$ cat config.mk
export PLATFORM = sky130hd
export DESIGN_NAME = sram_word_ctrl
export DESIGN_NICKNAME = d
export VERILOG_FILES = /design/src/rtl/sram_word_ctrl.sv
export SDC_FILE = /design/constraint.sdc
export NUM_CORES = 1
export LEC_CHECK = 0
export ABC_AREA = 1
export BUFFER_PORTS_ARGS = -buffer_cell sky130_fd_sc_hd__buf_4
export CORE_UTILIZATION = 31
export DETAILED_ROUTE_END_ITERATION = 16
export SYNTH_ARGS = -nofsm -noshare
export SYNTH_HDL_FRONTEND = slang
export SYNTH_SLANG_ARGS = --single-unit
$ cat constraint.sdc
create_clock -name clk -period 2.52 [get_ports clk]
set_clock_uncertainty 0.05 [all_clocks]
set_input_delay 0.252 -clock clk [delete_from_list [all_inputs] [get_ports clk]]
set_output_delay 0.252 -clock clk [all_outputs]
set_load 0.01 [all_outputs]
$ cat src/rtl/sram_word_ctrl.sv
// sram_word_ctrl: bridges 32-bit native memory requests to two halfword cycles on a 256Kx16 async SRAM.
// Optional feature macro SRAM_WRITE_VERIFY_EN: read back every written halfword, sticky verify_err on mismatch.
module sram_word_ctrl #(
  parameter int READ_WAIT = 2,
  parameter int WE_PULSE  = 2
) (
  input  logic        clk,
  input  logic        resetn,
  input  logic        mem_valid,
  output logic        mem_ready,
  input  logic [31:0] mem_addr,
  input  logic [31:0] mem_wdata,
  input  logic [3:0]  mem_wstrb,
  output logic [31:0] mem_rdata,
  output logic [17:0] sram_addr,
  output logic [15:0] sram_data_out,
  output logic        sram_data_oe,
  input  logic [15:0] sram_data_in,
  output logic        sram_cs_n,
  output logic        sram_oe_n,
  output logic        sram_we_n
`ifdef SRAM_WRITE_VERIFY_EN
  ,
  output logic        verify_err
`endif
);

  localparam logic [3:0] S_IDLE     = 4'd0;
  localparam logic [3:0] S_RD       = 4'd1;
  localparam logic [3:0] S_RMW_RD   = 4'd2;
  localparam logic [3:0] S_TURN     = 4'd3;
  localparam logic [3:0] S_WR_SETUP = 4'd4;
  localparam logic [3:0] S_WR_PULSE = 4'd5;
  localparam logic [3:0] S_WR_HOLD  = 4'd6;
  localparam logic [3:0] S_DONE     = 4'd7;
`ifdef SRAM_WRITE_VERIFY_EN
  localparam logic [3:0] S_VRD      = 4'd8;
  localparam logic [3:0] S_VTURN    = 4'd9;
`endif

  localparam logic [7:0] RD_LAST = 8'(READ_WAIT - 1);
  localparam logic [7:0] WE_LAST = 8'(WE_PULSE - 1);

  logic [3:0]  state_reg, state_next;
  logic [7:0]  cnt_reg, cnt_next;
  logic        half_reg, half_next;
  logic [16:0] addr_reg, addr_next;
  logic [31:0] wdata_reg, wdata_next;
  logic [3:0]  wstrb_reg, wstrb_next;
  logic [15:0] rd_lo_reg, rd_lo_next;
  logic [15:0] data_out_next;
  logic [31:0] rdata_next;
  logic        cs_next, oe_next, we_next, doe_next;
  logic [1:0]  strb_cur;
  logic [15:0] wd_cur;
  logic        hi_pending;
  logic        unused_addr;
`ifdef SRAM_WRITE_VERIFY_EN
  logic        err_next;
`endif

  assign unused_addr = ^{mem_addr[31:19], mem_addr[1:0]};
  assign strb_cur    = half_reg ? wstrb_reg[3:2] : wstrb_reg[1:0];
  assign wd_cur      = half_reg ? wdata_reg[31:16] : wdata_reg[15:0];
  // the high half still needs a write cycle once the low half is finished
  assign hi_pending  = !half_reg && (wstrb_reg[3:2] != 2'b00);

  function automatic logic [3:0] entry_state(input logic rd, input logic [1:0] s);
    if (rd)              return S_RD;
    else if (s == 2'b11) return S_WR_SETUP;
    else if (s == 2'b00) return S_DONE;
    else                 return S_RMW_RD;
  endfunction

  always_comb begin
    state_next    = state_reg;
    cnt_next      = cnt_reg;
    half_next     = half_reg;
    addr_next     = addr_reg;
    wdata_next    = wdata_reg;
    wstrb_next    = wstrb_reg;
    rd_lo_next    = rd_lo_reg;
    data_out_next = sram_data_out;
    rdata_next    = 32'h0;
`ifdef SRAM_WRITE_VERIFY_EN
    err_next      = verify_err;
`endif
    case (state_reg)
      S_IDLE: begin
        if (mem_valid && !mem_ready) begin
          addr_next  = mem_addr[18:2];
          wdata_next = mem_wdata;
          wstrb_next = mem_wstrb;
          cnt_next   = 8'd0;
          if (mem_wstrb != 4'b0000 && mem_wstrb[1:0] == 2'b00) begin
            half_next  = 1'b1;
            state_next = entry_state(1'b0, mem_wstrb[3:2]);
          end else begin
            half_next  = 1'b0;
            state_next = entry_state(mem_wstrb == 4'b0000, mem_wstrb[1:0]);
          end
        end
      end
      S_RD: begin
        if (cnt_reg == RD_LAST) begin
          cnt_next = 8'd0;
          if (half_reg) begin
            rdata_next = {sram_data_in, rd_lo_reg};
            state_next = S_DONE;
          end else begin
            rd_lo_next = sram_data_in;
            half_next  = 1'b1;
          end
        end else begin
          cnt_next = cnt_reg + 8'd1;
        end
      end
      S_RMW_RD: begin
        if (cnt_reg == RD_LAST) begin
          data_out_next = {strb_cur[1] ? wd_cur[15:8] : sram_data_in[15:8],
                           strb_cur[0] ? wd_cur[7:0]  : sram_data_in[7:0]};
          state_next    = S_TURN;
        end else begin
          cnt_next = cnt_reg + 8'd1;
        end
      end
      S_TURN: state_next = S_WR_SETUP;
      S_WR_SETUP: begin
        cnt_next   = 8'd0;
        state_next = S_WR_PULSE;
      end
      S_WR_PULSE: begin
        if (cnt_reg == WE_LAST) state_next = S_WR_HOLD;
        else                    cnt_next   = cnt_reg + 8'd1;
      end
`ifdef SRAM_WRITE_VERIFY_EN
      S_WR_HOLD: begin
        cnt_next   = 8'd0;
        state_next = S_VRD;
      end
      S_VRD: begin
        if (cnt_reg == RD_LAST) begin
          if (sram_data_in != sram_data_out) err_next = 1'b1;
          state_next = S_VTURN;
        end else begin
          cnt_next = cnt_reg + 8'd1;
        end
      end
      S_VTURN: begin
        cnt_next = 8'd0;
        if (hi_pending) begin
          half_next  = 1'b1;
          state_next = entry_state(1'b0, wstrb_reg[3:2]);
        end else begin
          state_next = S_DONE;
        end
      end
`else
      S_WR_HOLD: begin
        cnt_next = 8'd0;
        if (hi_pending) begin
          half_next  = 1'b1;
          state_next = entry_state(1'b0, wstrb_reg[3:2]);
        end else begin
          state_next = S_DONE;
        end
      end
`endif
      S_DONE:  state_next = S_IDLE;
      default: state_next = S_IDLE;
    endcase
    // direct writes load SD here; RMW halves already loaded the merged value
    if (state_next == S_WR_SETUP && state_reg != S_TURN)
      data_out_next = half_next ? wdata_next[31:16] : wdata_next[15:0];
  end

  always_comb begin
    cs_next  = 1'b1;
    oe_next  = 1'b1;
    we_next  = 1'b1;
    doe_next = 1'b0;
    case (state_next)
      S_RD, S_RMW_RD: begin cs_next = 1'b0; oe_next = 1'b0; end
`ifdef SRAM_WRITE_VERIFY_EN
      S_VRD:          begin cs_next = 1'b0; oe_next = 1'b0; end
`endif
      S_WR_SETUP, S_WR_HOLD: begin cs_next = 1'b0; doe_next = 1'b1; end
      S_WR_PULSE:     begin cs_next = 1'b0; we_next = 1'b0; doe_next = 1'b1; end
      default: ;
    endcase
  end

  always_ff @(posedge clk or negedge resetn) begin
    if (!resetn) begin
      state_reg     <= S_IDLE;
      cnt_reg       <= 8'd0;
      half_reg      <= 1'b0;
      addr_reg      <= 17'd0;
      wdata_reg     <= 32'h0;
      wstrb_reg     <= 4'h0;
      rd_lo_reg     <= 16'h0;
      mem_ready     <= 1'b0;
      mem_rdata     <= 32'h0;
      sram_addr     <= 18'd0;
      sram_data_out <= 16'h0;
      sram_data_oe  <= 1'b0;
      sram_cs_n     <= 1'b1;
      sram_oe_n     <= 1'b1;
      sram_we_n     <= 1'b1;
`ifdef SRAM_WRITE_VERIFY_EN
      verify_err    <= 1'b0;
`endif
    end else begin
      state_reg     <= state_next;
      cnt_reg       <= cnt_next;
      half_reg      <= half_next;
      addr_reg      <= addr_next;
      wdata_reg     <= wdata_next;
      wstrb_reg     <= wstrb_next;
      rd_lo_reg     <= rd_lo_next;
      mem_ready     <= (state_next == S_DONE);
      mem_rdata     <= rdata_next;
      if (state_next != S_IDLE && state_next != S_DONE)
        sram_addr   <= {addr_next, half_next};
      sram_data_out <= data_out_next;
      sram_data_oe  <= doe_next;
      sram_cs_n     <= cs_next;
      sram_oe_n     <= oe_next;
      sram_we_n     <= we_next;
`ifdef SRAM_WRITE_VERIFY_EN
      verify_err    <= err_next;
`endif
    end
  end

endmodule

==> reports/summary.txt, run 1 <==
SYNTHESIS
----------------------------------------------------------------------------------------
Cell type with the highest aggregate area in the netlist                         dfrtp_1
Nets in the synthesized netlist                                                      923
Dominant cell by count in the synthesized netlist                                nand2_1
Sequential fraction of the synthesis area                                         55.65%
Share of synthesized flip-flops with an asynchronous set or reset                 100.0%
Post-Syn Area                                                                   6887 um2
Primary flip-flop cell chosen by synthesis mapping                               dfrtp_1
Seq cells post-synth                                                                 153
Area share of the leading cell type in the synthesized netlist                    54.51%
Number of flops mapped to enable cells by yosys                                        0
Yosys synthesis warning count                                                          0
Top cells by area in the synthesized netlist                                dfrtp_1 55%, nand2_1 16%, nand3_1 5.5%
Synthesized instance count                                                           830
Synth Area per Inst                                                            8.297 um2
Distinct cell type count of the synthesized netlist                                   30
Cell types with the highest counts after synthesis                          288 x nand2_1, 150 x dfrtp_1, 78 x inv_1, 75 x nand3_1, 57 x o21ai_0

WORST SETUP PATH
----------------------------------------------------------------------------------------
Crit Path Class                                                             flip-flop to flip-flop
Crit path required time                                                          2780 ps
Worst R2R Path Depth                                                                  12
Arrival time of data at the critical path endpoint                               2460 ps
Critical path startpoint category                                              flip-flop
Capturing element type of the critical path                                    flip-flop
Delay contributed by the slowest stage of the critical path                       380 ps
Highest-delay cell along the critical path                                       dfrtp_1
Largest fanout of any net on the critical path                                        19
Critical Path Most Common Cell                                                   nand2_1
Critical-path cell list                                                     inv_1 > ha_1 > nor2_1 > inv_1 > nand2_1 > o211ai_1 > nor2_4 > nand2_2 > nand2_4 > nand2_4 > nand2_1 > nand2_1

FLOORPLANNING
----------------------------------------------------------------------------------------
Die area                                                                       22810 um2
Width of the chip                                                               151.0 um
Die height                                                                      151.0 um
Standard-cell row count                                                               54
Initial Utilization                                                               31.56%
Core region area                                                               21820 um2
Number of placed I/O pins                                                            158

LAYOUT
----------------------------------------------------------------------------------------
Final core utilization                                                            41.52%
Share of cells above drive strength 1                                             22.47%
Inserted Diodes                                                                        0
Non-Filler Cell Area, Final                                                     9061 um2
Fill cell total of the finished layout                                              2240
Number of nets in the layout                                                        1087
Post-Layout Cell Count                                                              1286
Syn-to-layout area delta                                                          31.58%

STA
----------------------------------------------------------------------------------------
Final setup fails                                                                      0
Pins over their slew limit                                                             0
Post-route setup TNS                                                                0 ps
Final critical-path share of the clock period                                     87.16%
Final period demand of the worst path                                            2196 ps
Setup repair after global routing missed its margin                                false
Final hold violations                                                                  0
Smallest setup slack after layout                                               323.7 ps
Worst hold slack after final layout                                             9.540 ps
Top achievable clock speed                                                     455.3 MHz
Remaining max-slew budget at the tightest pin                                     29.79%
Tightest Pin Transition                                                          1046 ps

PLACED DESIGN
----------------------------------------------------------------------------------------
Total cell area at the placement stage                                          8297 um2
Total half-perimeter wirelength after legalization and detailed placement       12610 um
DP Worst Slack                                                                  294.9 ps
GP Congestion                                                                     0.8003
Dpl cells                                                                           1237
Number of I/O port buffers                                                           142

ROUTE
----------------------------------------------------------------------------------------
Post-DR vias/cell                                                                  4.556
Remaining number of nets flagged by the antenna check after routing                    0
1st-pass router iterations                                                             5
Total Wirelength                                                                17850 um
Uppermost routed layer                                                              met4
Length of routed met2 wiring                                                     7978 um
Count of routing violations after the opening detailed-route iteration               364
Number of remaining DRC errors                                                         0
Routed WL per cell                                                              13.88 um
Post-Route M1 WL                                                                 8691 um
Vias after detailed routing                                                         5859
Total length of routed met3 wires                                                 829 um

GLOBAL ROUTE
----------------------------------------------------------------------------------------
Vias in the first global route                                                      5540
Global route overflow                                                                  0
Initial antenna violation count                                                        0
Overall track demand over capacity in global routing                              16.41%
Global-route wire length before repair                                          28910 um
Largest net degree at the start of global routing                                     68

CLOCK NETWORK
----------------------------------------------------------------------------------------
Clock insertion delay at the later pin of the skew report                         420 ps
H-tree depth                                                                           4
Worst-path clk slew                                                                70 ps
Number of clock sinks                                                                153
Root buffer cell                                                               clkbuf_16
Clock buffers created by TritonCTS                                                    17
Maximum number of buffers from clock root to sink                                      2
Number of setup buffers added after CTS                                                0
CTS tree                                                                           built

POWER
----------------------------------------------------------------------------------------
Worst supply voltage drop on vdd                                             0.0004690 V
Power density over cell area                                                 1118 nW/um2
Total design power                                                              10.13 mW
Leak pwr                                                                        4.891 nW

STATUS
----------------------------------------------------------------------------------------
Run status                                                                     completed

JOB
----------------------------------------------------------------------------------------
MaxCap Viol Count                                                                      0

HOLD PATH
----------------------------------------------------------------------------------------
Worst hold path class                                                       input port to flip-flop
Number of cells on the worst hold path                                                 3

[where the power goes]
part	switching [mW]	internal, mW	total (mW)
Clock	1.08	1.50	2.58
Combinational	2.47	1.40	3.86
Sequential	0.391	3.30	3.69
Total	3.93	6.19	10.1
[routing by layer]
| layer | track usage [%] | vias up |
|---|---|---|
| met5 | 0 | - |
| met4 | 6.000 | 0 |
| met3 | 3.614 | 23 |
| met2 | 24.56 | 124 |
| met1 | 23.13 | 2750 |
| li1 | - | 2962 |
[cell families after synthesis]
kind of cell    Yosys count  share of synthesized area (%)
simple gates            459                          28.96
compound gates           88                          6.668
other cells               1                        0.05445
fa+ha+maj                 6                          1.090
xor+xnor                  3                         0.3816
buf+inv                 120                          7.195
flops                   153                          55.65
[path summary, 6_finish.rpt]
kind,slack (ps),end,start
setup / recovery,320,sram_addr[0],wstrb_reg[2]
setup reg to reg,320,sram_addr[0],wstrb_reg[2]
min in group asynchronous,340,mem_rdata[9],resetn
hold / removal,10,addr_reg[16],mem_addr[18]
hold reg to reg,420,addr_reg[3],addr_reg[3]
max in group asynchronous,1350,sram_addr[2],resetn
[worst max-delay path, delay by kind of cell (launching register included)]
family	cells	cell delay, ps
adders and majority gates	1	190
buffers and inverters	2	140
AOI/OAI and AO/OA	1	150
DFF	1	380
and+or+nand+nor	8	1170
[area by class of cell]
type                    instances  area [um2]  share of cell area, %
clock buffers                  19       442.9                  4.888
clock inverters                12       141.4                  1.560
inverters                      84       315.3                  3.480
multi-input cells             557        2559                  28.24
flip-flops and latches        153        3832                  42.29
well taps                     280       350.3                  3.866
repair buffers                181        1420                  15.67
[placed cells by master (no fill, tap or decap), types with 18 or more instances in the layout]
master         netlist  layout
nand2_1            288     288
buf_4                5     161
dfrtp_1            150     150
inv_1               78      78
nand3_1             75      75
o21ai_0             57      57
nor2_1              50      50
o21ai_1             18      18
nand4_1             18      18
dlygate4sd3_1        0      18
[what timing repair did]
item,in CTS,in global routing
hold buffers,18,0
gates resized for setup,0,0
endpoints found under the hold margin,78,0
setup endpoints to repair,0,0
(Power assumes the default switching activity.)
==> run 2: changes to the inputs <==
--- a/config.mk
+++ b/config.mk
@@ -7,8 +7,9 @@
 export LEC_CHECK = 0
 export ABC_AREA = 1
 export BUFFER_PORTS_ARGS = -buffer_cell sky130_fd_sc_hd__buf_4
-export CORE_UTILIZATION = 31
+export CORE_UTILIZATION = 54
 export DETAILED_ROUTE_END_ITERATION = 16
+export PLACE_DENSITY = 0.8
 export SYNTH_ARGS = -nofsm -noshare
 export SYNTH_HDL_FRONTEND = slang
 export SYNTH_SLANG_ARGS = --single-unit
==> reports/summary.txt, run 2 (same netlist as run 1, synthesis figures left out) <==
STATUS
----------------------------------------------------------------------------------------
Run status                                                                     completed

POWER
----------------------------------------------------------------------------------------
Share of total power consumed by net switching                                    38.41%
Internal power                                                                  6.356 mW
Sequential share of power                                                          36.1%
Relative contribution of the clock network to total power                          26.7%
Worst supply voltage drop on vdd                                             0.0006973 V
Power density over cell area                                                 1147 nW/um2
Leak pwr                                                                        4.925 nW
Portion of total power attributed to combinational logic                           37.2%
Switching pwr                                                                   3.964 mW

CLOCK NETWORK
----------------------------------------------------------------------------------------
H-tree depth                                                                           4
Post-CTS Hold Fix Bufs                                                                23
CTS tree                                                                           built
Number of clock sinks                                                                153
Clock insertion delay at the later pin of the skew report                         430 ps
Worst-path clk slew                                                                60 ps
Clock buffers created by TritonCTS                                                    17
Number of setup buffers added after CTS                                                0
Maximum number of buffers from clock root to sink                                      2
Root buffer cell                                                               clkbuf_16
Post-cts resize count                                                                  0

FLOORPLANNING
----------------------------------------------------------------------------------------
Core region area                                                               12210 um2
Initial Utilization                                                               56.39%
Die height                                                                      114.9 um
Number of placed I/O pins                                                            158
Die area                                                                       13210 um2
Width of the chip                                                               114.9 um
Standard-cell row count                                                               40

WORST SETUP PATH
----------------------------------------------------------------------------------------
Critical-path cell list                                                     inv_1 > ha_1 > nand2_1 > nor2_2 > nand2_2 > nand3_2 > nor2_4 > nand4_2 > nand3_1 > nand3_1
Arrival time of data at the critical path endpoint                               2520 ps
Number of buffers and inverters on the critical path                                   1
Largest fanout of any net on the critical path                                        16
Crit-path leading delay family                                              simple AND/OR/NAND/NOR gates
Highest-delay cell along the critical path                                       nand4_2
Capturing element type of the critical path                                    flip-flop
Delay contributed by the slowest stage of the critical path                       430 ps
Crit Path Class                                                             flip-flop to flip-flop
Crit path required time                                                          2780 ps
Critical path startpoint category                                              flip-flop
Critical Path Most Common Cell                                                   nand3_1

ROUTE
----------------------------------------------------------------------------------------
1st-pass router iterations                                                             5
Count of routing violations after the opening detailed-route iteration               519
Routed WL per cell                                                              14.85 um
Remaining number of nets flagged by the antenna check after routing                    0
Post-DR vias/cell                                                                  5.076
Number of remaining DRC errors                                                         0
Total Wirelength                                                                17460 um
Vias after detailed routing                                                         5969

STA
----------------------------------------------------------------------------------------
Pins over their slew limit                                                             0
Final period demand of the worst path                                            2260 ps
Post-route setup TNS                                                                0 ps
Smallest setup slack after layout                                               260.2 ps
Final critical-path share of the clock period                                     89.67%
Setup repair after global routing missed its margin                                false
Top achievable clock speed                                                     442.5 MHz
Remaining max-slew budget at the tightest pin                                     29.16%
Final hold violations                                                                  0
Tightest Pin Transition                                                          1055 ps
Final setup fails                                                                      0

LAYOUT
----------------------------------------------------------------------------------------
Most common cell after layout, fill and taps aside                               nand2_1
Post-Layout Cell Count                                                              1176
Inserted Diodes                                                                        0
Commonest cells after routing, fill and taps aside                          288 x nand2_1, 157 x buf_4, 150 x dfrtp_1
Share of cells above drive strength 1                                             22.22%
Number of nets in the layout                                                        1088
Syn-to-layout area delta                                                          30.61%

GLOBAL ROUTE
----------------------------------------------------------------------------------------
Largest net degree at the start of global routing                                     75
Vias in the first global route                                                      5873
Overall track demand over capacity in global routing                              28.19%
Global route overflow                                                                  0
Initial antenna violation count                                                        0
Global-route wire length before repair                                          28430 um

JOB
----------------------------------------------------------------------------------------
MaxCap Viol Count                                                                      0

PLACED DESIGN
----------------------------------------------------------------------------------------
GP Congestion                                                                     0.9081
Total half-perimeter wirelength after legalization and detailed placement       11550 um
DP Worst Slack                                                                  313.4 ps
Dpl cells                                                                           1121
Number of I/O port buffers                                                           142

HOLD PATH
----------------------------------------------------------------------------------------
Worst hold path class                                                       input port to flip-flop

==> run 2: cell count changes in the layout (fill, tap and decap cells not counted), sizes merged <==
cell         delta
buf             -4
bufinv          +2
clkbuf          -2
clkinv          +1
clkinvlp        -1
dlygate4sd3     +5
inv             +1
==> run 2: final timing paths <==
path | startpoint | end | slack, ps | cells past startpoint
max in group asynchronous | resetn | sram_addr[13] | 1350 | 3
setup / recovery | cnt_reg[1] | sram_data_out[13] | 260 | 10
hold reg to reg | addr_reg[12] | addr_reg[12] | 420 | 2
min in group asynchronous | resetn | sram_addr[2] | 340 | 2
hold / removal | mem_wdata[25] | wdata_reg[25] | 10 | 3
setup reg to reg | cnt_reg[1] | sram_data_out[13] | 260 | 10
==> run 2: area by class of cell <==
class	instances	area [um2]
multi-input combinational	557	2559
clock inverter	15	212.7
fill	904	3217
clock buffer	17	425.4
timing repair buffer	182	1440
tap	168	210.2
inverter	84	315.3
sequential	153	3832
==> run 2: metal layers <==
metal / track usage [%] / up-vias / wire length, um
met5: 0 / - / 0
met3: 8.329 / 27 / 1196
met4: 9.091 / 0 / 296
met2: 46.22 / 204 / 8419
met1: 36.11 / 2778 / 7545
li1: - / 2960 / -
==> run 2: stage by stage <==
stage	util [%]	hold WS (ps)	cell area [um2]	total power, mW
6_report	73.66	11.63	8995	10.32
5_1_grt	73.66	3.701	8995	11.03
4_1_cts	73.66	1.227	8995	10.31
3_5_place_dp	66.55	262.0	8127	7.483
3_3_place_gp	66.55	263.7	8127	7.321
2_1_floorplan	-	-93.59	6887	6.281
==> run 2: worst min-delay path, cell delays in order <==
cell and delay [ps]:
buf_4 80, nand2_1 40, nand2_1 80
==> run 2: power by group through the flow <==
stage / Sequential (mW) / Combinational [mW] / Clock (mW)
final: 3.73 / 3.84 / 2.75
after global routing: 3.81 / 4.34 / 2.88
after global placement: 3.72 / 3.60 / 0
after detailed placement: 3.74 / 3.75 / 0
after CTS: 3.71 / 3.82 / 2.77
after floorplan: 3.77 / 2.52 / 0
==> run 3: changes to the inputs <==
--- a/config.mk
+++ b/config.mk
@@ -5,7 +5,6 @@
 export SDC_FILE = /design/constraint.sdc
 export NUM_CORES = 1
 export LEC_CHECK = 0
-export ABC_AREA = 1
 export BUFFER_PORTS_ARGS = -buffer_cell sky130_fd_sc_hd__buf_4
 export CORE_UTILIZATION = 54
 export DETAILED_ROUTE_END_ITERATION = 16
==> reports/summary.txt, run 3 <==
STATUS
----------------------------------------------------------------------------------------
Run status                                                                  finished with violations
Violated checks                                                             negative setup slack

STA
----------------------------------------------------------------------------------------
Final setup fails                                                                      9
Remaining max-slew budget at the tightest pin                                     33.58%
Tightest Pin Transition                                                         990.4 ps
Pins over their slew limit                                                             0
Final period demand of the worst path                                            2537 ps
Worst hold slack after final layout                                             20.56 ps
Top achievable clock speed                                                     394.1 MHz
Final critical-path share of the clock period                                     100.7%
Final hold violations                                                                  0
Smallest setup slack after layout                                              -17.48 ps
Setup repair after global routing missed its margin                                 true

SYNTHESIS
----------------------------------------------------------------------------------------
Share of synthesized flip-flops with an asynchronous set or reset                 100.0%
Synth Area in Compound Gates                                                      7.359%
Post-Syn Area                                                                   6818 um2
Top cells by area in the synthesized netlist                                dfrtp_1 55%, mux2_2 12%, mux2i_1 7.2%
Proportion of synthesized area in mux cells                                       22.11%
Primary flip-flop cell chosen by synthesis mapping                               dfrtp_1
Cell types with the highest counts after synthesis                          150 x dfrtp_1, 75 x mux2_2, 49 x mux2i_1, 33 x and2_1, 31 x a211oi_1
Seq cells post-synth                                                                 153
Cell type with the highest aggregate area in the netlist                         dfrtp_1
Yosys synthesis warning count                                                          0
Dominant cell by count in the synthesized netlist                                dfrtp_1
Adder and majority cell fraction of the synthesized area                          1.101%
Area share of the leading cell type in the synthesized netlist                    55.06%
Number of flops mapped to enable cells by yosys                                        0
Synthesized instance count                                                           523
Nets in the synthesized netlist                                                      616
Xor and xnor area share after synthesis                                          0.8992%
Synth Area per Inst                                                            13.04 um2
Main combinational cell family by area after synthesis                      multiplexers
Distinct cell type count of the synthesized netlist                                   53
Sequential fraction of the synthesis area                                         56.21%
Simple-gate share of the synthesized area                                         9.525%

FLOORPLANNING
----------------------------------------------------------------------------------------
Standard-cell row count                                                               40
Die height                                                                      114.4 um
Initial Utilization                                                               56.06%
Core region area                                                               12160 um2
Number of placed I/O pins                                                            158
Width of the chip                                                               114.4 um
Die area                                                                       13080 um2

WORST SETUP PATH
----------------------------------------------------------------------------------------
Critical path startpoint category                                              flip-flop
Largest fanout of any net on the critical path                                         9
Delay contributed by the slowest stage of the critical path                       430 ps
R2r setup slk                                                                     -20 ps
Critical-path cell list                                                     inv_4 > ha_4 > or3b_4 > a31oi_4 > o31ai_4 > nand3b_4 > mux2i_4 > buf_12 > clkbuf_16 > mux2_4
Crit Path Class                                                             flip-flop to flip-flop
Crit path required time                                                          2780 ps
Highest-delay cell along the critical path                                       dfrtp_1
Capturing element type of the critical path                                    flip-flop
Arrival time of data at the critical path endpoint                               2800 ps
CP startpoint                                                               wstrb_reg[3]
Worst r2r src                                                               wstrb_reg[3]

CLOCK NETWORK
----------------------------------------------------------------------------------------
Clock insertion delay at the later pin of the skew report                         430 ps
Root buffer cell                                                               clkbuf_16
Clock buffers created by TritonCTS                                                    17
Maximum number of buffers from clock root to sink                                      2
CTS tree                                                                           built
H-tree depth                                                                           4
Number of clock sinks                                                                153
Worst-path clk slew                                                                60 ps

HOLD PATH
----------------------------------------------------------------------------------------
Worst hold path class                                                       input port to flip-flop
Hold path startpoint                                                        sram_data_in[6]

ROUTE
----------------------------------------------------------------------------------------
Vias after detailed routing                                                         4839
Post-DR vias/cell                                                                  5.581
Number of remaining DRC errors                                                         0
Remaining number of nets flagged by the antenna check after routing                    0
1st-pass router iterations                                                             4
Count of routing violations after the opening detailed-route iteration               269
Total Wirelength                                                                16350 um
Routed WL per cell                                                              18.86 um

GLOBAL ROUTE
----------------------------------------------------------------------------------------
Largest net degree at the start of global routing                                     87
Global-route wire length before repair                                          25100 um
Initial antenna violation count                                                        0
Overall track demand over capacity in global routing                              25.57%
Vias in the first global route                                                      5078
Global route overflow                                                                  0

POWER
----------------------------------------------------------------------------------------
Power density over cell area                                                 1205 nW/um2
Worst supply voltage drop on vdd                                             0.0008628 V
Leak pwr                                                                        4.434 nW

LAYOUT
----------------------------------------------------------------------------------------
Most common cell after layout, fill and taps aside                                 buf_4
Number of nets in the layout                                                         779
Inserted Diodes                                                                        0
Fill cell total of the finished layout                                               767
Syn-to-layout area delta                                                          32.08%
Commonest cells after routing, fill and taps aside                          166 x buf_4, 148 x dfrtp_1, 72 x mux2_2
Non-Filler Cell Area, Final                                                     9005 um2
Share of cells above drive strength 1                                             44.92%

JOB
----------------------------------------------------------------------------------------
MaxCap Viol Count                                                                      0

PLACED DESIGN
----------------------------------------------------------------------------------------
GP Congestion                                                                     0.8886
Total half-perimeter wirelength after legalization and detailed placement       10700 um
Total cell area at the placement stage                                          8188 um2
DP Worst Slack                                                                  2.162 ps
Number of I/O port buffers                                                           142

[run 3: critical path: cells and delay by family, from the launching register on]
kind,cells,cell delay (ps)
adder cells (fa/ha/maj),1,160
multiplexers,2,510
AO/OA/AOI/OAI,2,320
buffers and inverters,3,370
AND/OR/NAND/NOR,2,570
flip-flops,1,430
[run 3: power by group]
part | leakage (nW) | total (mW) | switching [mW] | internal [mW]
clock | 0.285 | 2.61 | 1.03 | 1.58
combinational | 2.22 | 4.31 | 1.90 | 2.42
sequential | 1.92 | 3.93 | 0.602 | 3.33
total | 4.43 | 10.9 | 3.53 | 7.32
[run 3: logic make-up after synthesis]
logic type / Yosys count
AOI/OAI and AO/OA: 70
xor gates and xnor gates: 7
adders and majority gates: 6
buffers and inverters: 42
DFF: 153
muxes: 135
other: 1
and+or+nand+nor: 109
[run 3: final timing paths]
path	endpoint	depth (start not counted)
worst max-delay path	sram_addr[8]	10
worst min-delay path	mem_rdata[22]	2
worst max register to register	sram_addr[8]	10
worst min register to register	mem_rdata[12]	1
max in group asynchronous	sram_we_n	3
min in group asynchronous	addr_reg[14]	2
[run 3: cell type report]
cell class              instances  area, um2  area share [%]
clock inverters                11      132.6           1.473
repair buffers                175       1418           15.74
inverters                      11      43.79          0.4863
clock buffers                  21      480.5           5.336
flip-flops and latches        153       3835           42.59
multi-input cells             328       2885           32.04
well taps                     168      210.2           2.334
[run 3: metal layers]
layer	share of wire [%]	track usage, %	up-vias
li1	-	-	2188
met1	41	31.24	2441
met4	2.9	11.60	0
met5	0	0	-
met3	5.9	7.147	42
met2	50	42.34	168
[run 3: timing repair]
item / in CTS / in global routing
hold buffers: 1 / 0
buffers inserted: 0 / 8
gates cloned: 0 / 2
pin swaps: 0 / 4
endpoints found under the hold margin: 83 / 0
resized for setup: 1 / 13
setup endpoints to repair: 8 / 37
[run 3: metrics by stage]
stage	setup TNS [ps]	total power, mW	instances	util, %
detailed placement	0	7.807	824	67.33
CTS	0	10.45	857	72.49
floorplan	-662.6	6.434	523	-
global placement	0	7.566	824	67.33
global route	-1288	11.39	867	74.04
finish	-103.3	10.85	867	74.04
